==> config.mk <==
export PLATFORM = sky130hd
export DESIGN_NAME = seq_detector_param
export DESIGN_NICKNAME = d
export VERILOG_FILES = /design/src/rtl/seq_detector_param.sv
export SDC_FILE = /design/constraint.sdc
export NUM_CORES = 1
export LEC_CHECK = 0
export CORE_AREA = 2 2 39 41
export CTS_BUF_LIST = sky130_fd_sc_hd__clkbuf_4 sky130_fd_sc_hd__clkbuf_8
export DETAILED_ROUTE_END_ITERATION = 6
export DIE_AREA = 0 0 41 43
export HOLD_SLACK_MARGIN = 0.06
export PLACE_DENSITY = 0.75
export SLEW_MARGIN = 20
export SYNTH_ARGS = -nofsm -noshare
export SYNTH_HDL_FRONTEND = slang
export SYNTH_SLANG_ARGS = --single-unit
==> constraint.sdc <==
create_clock -name clk -period 1.7 [get_ports clk]
set_input_delay 0.255 -clock clk [delete_from_list [all_inputs] [get_ports clk]]
set_output_delay 0.255 -clock clk [all_outputs]
set_load 0.1 [all_outputs]
==> src/rtl/seq_detector_param.sv <==
// Parametrised serial pattern detector with KMP-style fallback, Mealy and
// Moore match flags, overlap/non-overlap modes and a saturating match counter.
module seq_detector_param #(
  parameter int                   PATTERN_W = 4,
  parameter logic [PATTERN_W-1:0] PATTERN   = 4'b1011,
  parameter bit                   OVERLAP   = 1'b1,
  parameter int                   CNT_W     = 8
) (
  input  logic                         clk,
  input  logic                         reset_n,
  input  logic                         clear,
  input  logic                         din,
  input  logic                         din_valid,
  output logic                         match,
  output logic                         match_q,
  output logic [CNT_W-1:0]             match_count,
  output logic [$clog2(PATTERN_W)-1:0] state_o
);

  localparam int SW = $clog2(PATTERN_W);
  localparam bit POW2 = ((1 << SW) == PATTERN_W);
  localparam logic [SW-1:0] LAST = SW'(PATTERN_W - 1);
  localparam logic [CNT_W-1:0] CNT_MAX = '1;

  typedef logic [SW-1:0] state_t;
  typedef logic [2*PATTERN_W-1:0][SW-1:0] table_t;

  // Longest proper suffix of (prefix_k, b) that is also a pattern prefix;
  // the completed-pattern case yields f(PATTERN_W) or 0 in non-overlap mode.
  function automatic state_t next_k_f(input int k, input logic b);
    logic [PATTERN_W:0] s;
    state_t             best;
    logic               eq;
    s    = '0;
    best = '0;
    for (int i = 0; i < PATTERN_W; i++) begin
      if (i < k) s[i] = PATTERN[PATTERN_W-1-i];
      else       s[i] = 1'b0;
    end
    s[k] = b;
    for (int l = 1; l < PATTERN_W; l++) begin
      if (l <= k + 1) begin
        eq = 1'b1;
        for (int j = 0; j < PATTERN_W; j++) begin
          if (j < l) begin
            if (s[k+1-l+j] != PATTERN[PATTERN_W-1-j]) eq = 1'b0;
          end
        end
        if (eq) best = state_t'(l);
      end
    end
    if (!OVERLAP && (k == PATTERN_W - 1) && (b == PATTERN[0])) best = '0;
    return best;
  endfunction

  function automatic table_t build_tab_f();
    table_t t;
    t = '0;
    for (int k = 0; k < PATTERN_W; k++) begin
      t[2*k]     = next_k_f(k, 1'b0);
      t[2*k + 1] = next_k_f(k, 1'b1);
    end
    return t;
  endfunction

  localparam table_t NEXT_TAB = build_tab_f();

  state_t           state_r;
  state_t           state_nxt_s;
  logic             legal_s;
  logic             match_s;
  logic             match_q_r;
  logic [CNT_W-1:0] count_r;

  if (POW2) begin : g_full
    assign legal_s = 1'b1;
  end else begin : g_part
    assign legal_s = (state_r <= LAST);
  end

  // Next-state and Mealy match; clear discards the bit, illegal codes fall to S0.
  always_comb begin
    state_nxt_s = state_r;
    match_s     = 1'b0;
    if (clear) begin
      state_nxt_s = '0;
    end else if (!legal_s) begin
      state_nxt_s = '0;
    end else if (din_valid) begin
      state_nxt_s = NEXT_TAB[{state_r, din}];
      if ((state_r == LAST) && (din == PATTERN[0])) begin
        match_s = reset_n;
      end else begin
        match_s = 1'b0;
      end
    end else begin
      state_nxt_s = state_r;
    end
  end

  // State, registered match flag and saturating counter.
  always_ff @(posedge clk or negedge reset_n) begin
    if (!reset_n) begin
      state_r   <= '0;
      match_q_r <= 1'b0;
      count_r   <= '0;
    end else if (clear) begin
      state_r   <= '0;
      match_q_r <= 1'b0;
      count_r   <= '0;
    end else begin
      state_r   <= state_nxt_s;
      match_q_r <= match_s;
      if (match_s && (count_r != CNT_MAX)) begin
        count_r <= count_r + CNT_W'(1);
      end
    end
  end

  assign match       = match_s;
  assign match_q     = match_q_r;
  assign match_count = count_r;
  assign state_o     = state_r;

endmodule

==> results.sh, run 1 <==
export IMPL_fin_setup_tns_ns=-0.0169
export IMPL_clockPowerShare_pct=37.6
export IMPL_finalCritPeriodShare_pct=101
export IMPL_required_ns=1.44
export IMPL_synth_edf_count=0
export IMPL_cts_hold_buffers_added=0
export IMPL_final_nets=106
export IMPL_ys_types=27
export IMPL_clockRootBuffer="clkbuf_4"
export IMPL_critPathArrivalTime_ns=1.46
export IMPL_num_antenna_cells=0
export IMPL_tightest_slew_ns=0.256
export IMPL_hp_class="in2async"
export IMPL_drt_wl_total_mm=1.63
export IMPL_cts_tree="built"
export IMPL_worstPathCellList="and4b_1 > nand3_2 > clkinvlp_4 > buf_6 > buf_12"
export IMPL_synth_async_reset_ratio_pct=100
export IMPL_status="finished, violations left"
export IMPL_yosys_warnings=0
export IMPL_via_per_inst=5.58
export IMPL_pin_count=17
export IMPL_cpPeakStageDelay_ns=0.47
export IMPL_finalNonFillerCells=114
export IMPL_fill_cells=97
export IMPL_synth_seq_cells=11
export IMPL_crit_path_start_kind="flop"
export IMPL_coreArea_mm2=0.00138
export IMPL_r2r_start="state_o[1]"
export IMPL_power_per_cell_area_mw_per_mm2=481
export IMPL_antenna_found_initial=0
export IMPL_ys_flop_type="dfrtp_1"
export IMPL_placedInstanceArea_mm2=0.00102
export IMPL_slew_violations=0
export IMPL_insertion_delay_ns=0.27
export IMPL_r2r_end="match_count[4]"
export IMPL_path_max_fanout=3
export IMPL_track_usage_pct=23.0
export IMPL_r2r_slack_ns=0.03
export IMPL_dp_cells=107
export IMPL_overflow=0
export IMPL_synthesis_nets=68
export IMPL_drc=0
export IMPL_max_slew_margin_pct=82.7
export IMPL_fmax_mhz=582
export IMPL_crit_family="flip-flops"
export IMPL_vias=636
export IMPL_fin_ws_ns=-0.0169
export IMPL_die_w_um=41
export IMPL_synth_top_cells_by_area="dfrtp_1, ha_1, nor2_1"
export IMPL_synth_common_cells="dfrtp_1, nor2_1, nand2_1"
export IMPL_cpMaxStageDelayCell="dfrtp_4"
export IMPL_yosysTopAreaCell="dfrtp_1"
export IMPL_design_area_mm2=0.00109
export IMPL_grt_max_degree=12
export IMPL_crit_type="reg2out"
export IMPL_failed_checks="setup timing"
export IMPL_clockBufferDepth=2
export IMPL_p_int_w=0.000396
export IMPL_dp_hpwl_mm=1.23
export IMPL_pwr_share_seq_pct=51.0
export IMPL_cts_clk_slew_worst_paths_ns=0.07
export IMPL_dr_first_iter_drc_count=14
export IMPL_dieArea_mm2=0.00176
export IMPL_peakVddDrop_v=0.000431
export IMPL_synth_area_um2=588
export IMPL_drive_gt1_share_pct=51.0
export IMPL_reg2regPathDepth=7
export IMPL_wire_per_inst_um=14.3
export IMPL_syn_avg_cell_area_um2=9.64
export IMPL_die_y_um=43
export IMPL_num_rows=14
export IMPL_grt_pass1_vias=608
export IMPL_area_growth_pct=84.7
export IMPL_cts_sinks=11
export IMPL_max_cap_violations=0
export IMPL_htreeDepth=1
export IMPL_worst_path_buf_inv=3
export IMPL_postRouteAntennaNets=0
export IMPL_end_kind="output port"
export IMPL_cp_startpoint="state_o[1]"
export IMPL_p_total_w=0.000522
export IMPL_pwr_share_comb_pct=11.4
export IMPL_io_buffers=16
export IMPL_hold_viol=0
export IMPL_synth_top_area_share_pct=46.8
export IMPL_firstDrtPassIters=4
export IMPL_p_sw_w=0.000126
export IMPL_rsz0062_at_grt="yes"
export IMPL_grt_pass1_wl_mm=2.64
export IMPL_setup_viol=1
export IMPL_yosysMostFrequentCell="dfrtp_1"
export IMPL_period_minus_slack_ns=1.72
export IMPL_fin_skew_ns=0.00196
export IMPL_p_leak_nw=0.491
export IMPL_place_gp_congestion=0.890
export IMPL_synthCells=61
export IMPL_switching_share_pct=24.2
export IMPL_ys_seq_area_share_pct=46.8
export IMPL_initial_core_util_pct=42.5
export IMPL_place_ws_ns=-0.255
export IMPL_cts_buffers=3
## cell type report
| class | count | area, um2 | share of cell area [%] |
|---|---|---|---|
| Timing Repair Buffer | 34 | 417 | 38.4 |
| Sequential cell | 11 | 288 | 26.5 |
| Clock buffer | 4 | 30.0 | 2.76 |
| Multi-Input combinational cell | 46 | 317 | 29.1 |
| Inverter | 3 | 15.0 | 1.38 |
| Tap cell | 16 | 20.0 | 1.84 |
## cells in the final DEF (no fill, tap or decap), types with 3 or more instances in the layout
cell type,instances
buf_12,12
buf_4,17
clkbuf_4,4
dfrtp_1,5
dfrtp_2,4
nand2_1,5
nor2_1,5
or2_2,3
## registers in the layout, indices dropped and copies added (netlist names)
| name | count |
|---|---|
| state_o | 2 |
| match_count | 8 |
| match_q | 1 |
## stage by stage
step	util, %	hold slack [ns]
after floorplan	-	-0.0406
after global placement	73.5	0.589
after detailed placement	73.5	0.615
after CTS	77.4	0.354
after global routing	78.5	0.368
final	78.5	0.344
## routing by layer
metal	track usage [%]	wire length, um	up-vias
li1	-	-	303
met1	29.7	682	305
met2	35.0	841	22
met3	3.14	73	6
met4	13.3	31	0
met5	0	0	-
## how the worst max path moves through the flow
| stage | cells past startpoint | slack (ns) | endpoint |
|---|---|---|---|
| global route | 5 | -0.06 | match |
| detailed placement | 6 | -0.26 | match_count[5] |
| global placement | 6 | -0.13 | match_count[5] |
| finish | 5 | -0.02 | match |
| floorplan | 5 | -0.41 | match_count[4] |
| CTS | 5 | -0.03 | match |
## worst reg2reg max path: cells and delay by family (launching register included)
family	cells	cell delay, ns
and+or+nand+nor	3	0.48
buffers and inverters	3	0.39
DFF	1	0.47
AOI/OAI and AO/OA	1	0.22
## power groups by stage
stage	Combinational [W]	Sequential [W]	Clock [W]
final	0.0000593	0.000267	0.000196
after global routing	0.0000650	0.000267	0.000215
after CTS	0.0000599	0.000267	0.000200
after detailed placement	0.0000598	0.000272	0
after global placement	0.0000583	0.000272	0
after floorplan	0.00000990	0.000286	0
## cell families (layout without fill, tap and decap cells)
logic type	Yosys count	after routing	synth area share, %
buf+inv	4	41	2.77
mux	2	2	3.62
fa+ha+maj	2	2	4.25
compound gates	13	13	16.0
flops	11	11	46.8
simple gates	29	29	26.6
## what timing repair did
action / 4_1_cts / 5_1_grt
pin swaps: 2 / 1
setup buffers: 3 / 0
gates resized for setup: 4 / 5
endpoints found under the setup margin: 1 / 7
No activity file was read; power rests on OpenSTA's default activity.
==> run 2, diff against run 1 <==
--- a/config.mk
+++ b/config.mk
@@ -5,12 +5,14 @@
 export SDC_FILE = /design/constraint.sdc
 export NUM_CORES = 1
 export LEC_CHECK = 0
+export CAP_MARGIN = 20
 export CORE_AREA = 2 2 39 41
 export CTS_BUF_LIST = sky130_fd_sc_hd__clkbuf_4 sky130_fd_sc_hd__clkbuf_8
 export DETAILED_ROUTE_END_ITERATION = 6
 export DIE_AREA = 0 0 41 43
 export HOLD_SLACK_MARGIN = 0.06
 export PLACE_DENSITY = 0.75
+export REMOVE_ABC_BUFFERS = 1
 export SLEW_MARGIN = 20
 export SYNTH_ARGS = -nofsm -noshare
 export SYNTH_HDL_FRONTEND = slang
==> run 2 against run 1 <==
The flow now finishes without violations. Die area is the same. Clock power shrank 7%. First-iteration DRC count grew 100%. Maximum frequency grew 4.6%. Sequential share of layout area shrank 0.68 points. Total power shrank 2.5%. Sequential power is essentially flat. Non-clock buffer count is the same. Combinational power grew 1%. Global-route usage shrank 0.63 points. Critical path type unchanged.
==> results.sh, run 2 (synthesis results as in run 1) <==
export IMPL_wire_per_inst_um=14.4
export IMPL_grt_max_degree=12
export IMPL_end_kind="output port"
export IMPL_cts_clk_slew_worst_paths_ns=0.08
export IMPL_fill_cells=86
export IMPL_antenna_found_initial=0
export IMPL_cpPeakStageDelay_ns=0.38
export IMPL_via_per_inst=5.46
export IMPL_finalCritPeriodShare_pct=96.5
export IMPL_required_ns=1.44
export IMPL_worstPathCellList="and4b_1 > nand3_2 > inv_2 > buf_4 > buf_12"
export IMPL_reg2regPathDepth=5
export IMPL_htreeDepth=1
export IMPL_critPathArrivalTime_ns=1.39
export IMPL_dp_cells=106
export IMPL_grt_pass1_vias=629
export IMPL_crit_type="reg2out"
export IMPL_clockBufferDepth=2
export IMPL_initial_core_util_pct=42.5
export IMPL_cts_hold_buffers_added=0
export IMPL_cts_tree="built"
export IMPL_drc=0
export IMPL_cts_sinks=11
export IMPL_final_common_cell="buf_4"
export IMPL_fin_util_pct=77.0
export IMPL_hold_viol=0
export IMPL_max_cap_violations=0
export IMPL_tightest_slew_ns=0.306
export IMPL_insertion_delay_ns=0.28
export IMPL_clockRootBuffer="clkbuf_4"
export IMPL_grt_pass1_wl_mm=2.68
export IMPL_p_total_w=0.000509
export IMPL_hp_start="clear"
export IMPL_die_w_um=41
export IMPL_r2r_end="match_count[3]"
export IMPL_holdPathEnd="match_count[3]"
export IMPL_vias=622
export IMPL_fin_ws_ns=0.0593
export IMPL_peakVddDrop_v=0.000503
export IMPL_p_leak_nw=0.528
export IMPL_largest_register_ff_count=8
export IMPL_holdPathStages=3
export IMPL_layout_common_cells="buf_4, buf_12, dfrtp_1"
export IMPL_status="complete, no violations"
export IMPL_postRouteAntennaNets=0
export IMPL_fmax_mhz=609
export IMPL_place_ws_ns=-0.221
export IMPL_num_rows=14
export IMPL_cts_buffers=3
export IMPL_crit_path_start_kind="flop"
export IMPL_cpMaxStageDelayCell="dfrtp_1"
export IMPL_drive_gt1_share_pct=43.9
export IMPL_hp_class="in2reg"
export IMPL_pin_count=17
export IMPL_die_y_um=43
export IMPL_dieArea_mm2=0.00176
export IMPL_power_per_cell_area_mw_per_mm2=478
export IMPL_num_antenna_cells=0
export IMPL_worst_path_buf_inv=3
export IMPL_firstDrtPassIters=4
export IMPL_slew_violations=0
export IMPL_finalNonFillerCells=114
export IMPL_drt_wl_total_mm=1.65
export IMPL_area_growth_pct=81.3
export IMPL_period_minus_slack_ns=1.64
export IMPL_crit_family="buffers and inverters"
export IMPL_setup_viol=0
export IMPL_final_nets=106
export IMPL_r2r_slack_ns=0.10
export IMPL_io_buffers=16
export IMPL_dr_first_iter_drc_count=28
export IMPL_max_slew_margin_pct=79.3
export IMPL_overflow=0
export IMPL_r2r_start="state_o[1]"
export IMPL_fin_skew_ns=0.00716
export IMPL_coreArea_mm2=0.00138
export IMPL_track_usage_pct=22.3
export IMPL_place_gp_congestion=0.891
export IMPL_path_max_fanout=3
-- run 2: cell count changes in the layout (fill, tap and decap cells not counted), moves of 2 or more --
cell | previous run | this run
dfrtp_1 | 5 | 11
dfrtp_2 | 4 | 0
dfrtp_4 | 2 | 0
dlymetal6s2s_1 | 0 | 2
-- run 2: cell type report --
class                   count  area (um2)  share of cell area (%)
multi-input cells          46         313                    29.3
flip-flops and latches     11         275                    25.8
repair buffers             34         419                    39.3
inverters                   3        11.3                    1.06
clock buffers               3        22.5                    2.11
clock inverters             1        5.00                   0.469
well taps                  16        20.0                    1.88
-- run 2: worst max-delay path by stage --
stage                                end       start  cells after the start  slack [ns]
final                              match  state_o[1]                      5        0.06
after detailed placement  match_count[7]         din                      6       -0.22
after global routing               match  state_o[1]                      5      -0.006
after global placement    match_count[3]         din                      5       -0.15
after CTS                          match       clear                      6        0.02
after floorplan           match_count[7]  state_o[1]                      5       -1.28
-- run 2: where the power goes --
part	internal, W	total, W	switching (W)	leakage, nW
Sequential	0.000263	0.000266	0.00000296	0.153
Clock	0.0000874	0.000183	0.0000957	0.0177
Combinational	0.0000256	0.0000599	0.0000343	0.357
-- run 2: worst register-to-register path, stage by stage, from the launching register on --
cell	delay [ns]
dfrtp_1	0.38
and4b_1	0.23
nand3_2	0.10
buf_4	0.17
or4_1	0.50
a21oi_1	0.15
-- run 2: layer usage --
layer,GRT usage (%),wire length (um)
met5,0,0
met3,3.66,75
met1,27.1,670
met2,37.5,881
met4,8.00,20
-- run 2: metrics by stage --
| stage | setup TNS (ns) | hold slack (ns) | area (um2) |
|---|---|---|---|
| 6_report | 0 | 0.310 | 1070 |
| 3_3_place_gp | -0.678 | 0.605 | 988 |
| 5_1_grt | -0.00581 | 0.326 | 1070 |
| 2_1_floorplan | -9.24 | -0.0406 | 583 |
| 4_1_cts | 0 | 0.360 | 1030 |
| 3_5_place_dp | -1.21 | 0.621 | 988 |
-- run 2: what timing repair did --
item | 4_1_cts | 5_1_grt
setup endpoints to repair | 1 | 6
setup buffers | 1 | 3
resized for setup | 3 | 5
pin swaps | 1 | 0
==> RTL change: new RTL, config.mk and constraints of run 2 <==
`CNT_W`: 8 -> 6.
--- a/src/rtl/seq_detector_param.sv
+++ b/src/rtl/seq_detector_param.sv
@@ -6,3 +6,3 @@
   parameter bit                   OVERLAP   = 1'b1,
-  parameter int                   CNT_W     = 8
+  parameter int                   CNT_W     = 6
 ) (
Interface: changed (resized match_count); port bits go from 17 to 15. No check against the original RTL was run, so the function may have changed too.
==> RTL change against run 2 <==
  * The flow now finishes with violations (negative setup slack)
  * Sequential cell count decreased by 2
  * Total power decreased by 9.2%
  * Die area unchanged
  * Core utilization decreased by 9.0 points
  * Via count decreased by 19%
  * Synthesized area decreased by 17%
  * Final area decreased by 12%
  * Hold slack improved by 0.014 ns
  * First-iteration DRC count decreased by 57%
  * Clock skew decreased by 0.0050 ns
  * Register-to-register slack got worse by 0.19 ns
  * Non-clock buffer count increased by 2
  * Routed wire length decreased by 21%
  * Worst setup slack got worse by 0.15 ns
==> RTL change: results (changes against run 2) <==
Following the worst setup path forward leads to its endpoint at match_count[3]. The worst relative slew slack is 82.8% (+3.5 points). The number of setup violations in the final report is 2 (+2). The number of antenna violations at the first check in global routing came out at 0 (unchanged).

The CTS buffer count came out at 3 (unchanged). The maximum fanout encountered on the critical timing path came out at 4 (+1). The count of port buffers added during placement is 14 (-2). The placed wire-length estimate after detailed placement is 953 µm. The post-synthesis cell count is 48 (-21%). The weighted congestion reported at the end of routability-driven placement came out at 0.796 (-11%). The H-tree depth is 1 (unchanged). In this run the worst setup path begins at match_count[1].

The leakage power of the design was 0.446 nW (-15%). The number of flip-flops under the largest register name is 6 (-2). The overall global routing resource usage came to 19.5% (-2.8 points). The clock input transition at the sequential cells of the worst setup and hold paths came out at 0.06 ns (-0.02 ns). The largest clock skew in the final design came to 0.00214 ns (-0.00502 ns). The path class of the lowest-slack min-delay path is input port to asynchronous set/reset pin. The first-pass GRT wire length was 2210 µm (-18%).

The clock tree root driver cell is sky130_fd_sc_hd__clkbuf_4. The number of non-filler instances in the completed layout is 102 (-11%). The per-cell via count in the routed design came out at 4.91 (-10%). The number of inserted diodes was 0 (unchanged).

The portion of the post-synthesis area used by sequential elements is 46.2% (-0.65 points). The reported net switching power came out at 111 µW (-17%). The number of nets in the layout came out at 94 (-11%). The share of post-route cells with drive strength above 1 came to 50.0% (+6.1 points). The number of global-route vias before repair is 537 (-15%).

The average wire length per cell after detail routing is 12.8 µm (-11%). The maximum number of pins on one net before global-route repair is 10 (-2). The worst path setup slack after routing came out at -0.0879 ns (-0.147 ns). The arrival time of the worst setup path came out at 1.98 ns (+0.59 ns). The insertion delay of the later-clocked pin in the worst-skew pair is 0.26 ns (-0.02 ns).

The filler cell count came out at 112 (+30%). By area the synthesized netlist is led by sky130_fd_sc_hd__dfrtp_1, sky130_fd_sc_hd__ha_1, sky130_fd_sc_hd__nand4b_4. The startpoint identified for the worst register-to-register timing path is match_count[1]. The checks that failed: negative setup slack. The peak supply drop is 0.376 mV (-25%).

The cell area reported after detailed placement was 846 µm² (-14%). The run finished, with violations left. The maximum count of clock buffers along a single path is 2 (unchanged). The commonest cells after synthesis are sky130_fd_sc_hd__dfrtp_1, sky130_fd_sc_hd__nor2_1, sky130_fd_sc_hd__nand2_1, sky130_fd_sc_hd__o21ai_0. The number of detailed-routing iterations run before antenna repair came out at 4 (unchanged). The instance count after placement with tap cells included came to 92 (-13%). The number of warnings printed during yosys synthesis is 0 (unchanged). The post-synthesis async set-or-reset flop share is 100% (unchanged). The count of routing violations after the opening detailed-route iteration is 12 (-57%).

The path depth of the worst reg2reg path came out at 6 (+1). The distinct cell type count of the synthesized netlist is 21 (-22%).
## RTL change: through the flow
stage	hold slack, ns	setup WS (ns)	setup TNS (ns)	utilization (%)
2_1_floorplan	-0.0406	-1.02	-4.91	-
3_5_place_dp	0.587	-0.372	-0.968	61.1
3_3_place_gp	0.573	-0.278	-0.615	61.1
4_1_cts	0.323	-0.0969	-0.115	66.4
6_report	0.324	-0.0879	-0.173	68.1
5_1_grt	0.333	-0.145	-0.277	68.1
## RTL change: cell type report
class | count | area [µm²] | area share (%)
Clock buffer | 4 | 30.0 | 3.19
Inverter | 3 | 11.3 | 1.20
Sequential cell | 9 | 225 | 23.9
Multi-Input combinational cell | 34 | 251 | 26.7
Timing Repair Buffer | 36 | 404 | 42.9
Tap cell | 16 | 20.0 | 2.12
## RTL change: worst max-delay path, stage by stage, from the launching register on
cell                      delay [ns]
sky130_fd_sc_hd__dfrtp_1        0.39
sky130_fd_sc_hd__ha_2           0.21
sky130_fd_sc_hd__and3_4         0.15
sky130_fd_sc_hd__a311o_1        0.30
sky130_fd_sc_hd__buf_4          0.15
sky130_fd_sc_hd__or3_4          0.36
sky130_fd_sc_hd__a21oi_2        0.15
## RTL change: timing repair
action / 4_1_cts / 5_1_grt
endpoints found under the setup margin: 4 / 4
resized for setup: 5 / 4
setup buffers: 4 / 2
pin swaps: 5 / 1
## RTL change: cells by family (layout without fill, tap and decap cells)
family	after synthesis	count (layout)	share of synthesized area [%]
multiplexers	1	1	2.05
buffers and inverters	5	43	6.92
AO/OA/AOI/OAI	11	11	13.8
AND/OR/NAND/NOR	20	20	25.9
adder cells (fa/ha/maj)	2	2	5.13
flip-flops	9	9	46.2
## RTL change: how the worst min path moves through the flow
stage,startpoint,end,slack [ns]
after floorplan,reset_n,match_count[0],-0.04
after global placement,match_count[2],match_count[2],0.57
after detailed placement,match_count[2],match_count[2],0.59
after CTS,reset_n,state_o[0],0.32
after global routing,reset_n,state_o[0],0.33
final,reset_n,match_count[5],0.32
## RTL change: power by group through the flow
stage | Combinational, mW | Clock [mW] | Sequential (mW)
after floorplan | 0.00886 | 0 | 0.237
after global routing | 0.0687 | 0.208 | 0.217
after CTS | 0.0647 | 0.185 | 0.217
after global placement | 0.0633 | 0 | 0.221
final | 0.0644 | 0.180 | 0.217
after detailed placement | 0.0648 | 0 | 0.221
## RTL change: layer usage
| metal | wire length (µm) | GRT usage [%] | vias up | share of wire [%] |
|---|---|---|---|---|
| li1 | - | - | 249 | - |
| met1 | 517 | 22.4 | 221 | 40 |
| met2 | 668 | 29.7 | 24 | 51 |
| met3 | 82 | 6.28 | 7 | 6.3 |
| met4 | 39 | 12.0 | 0 | 3.0 |
| met5 | 0 | 0 | - | 0 |
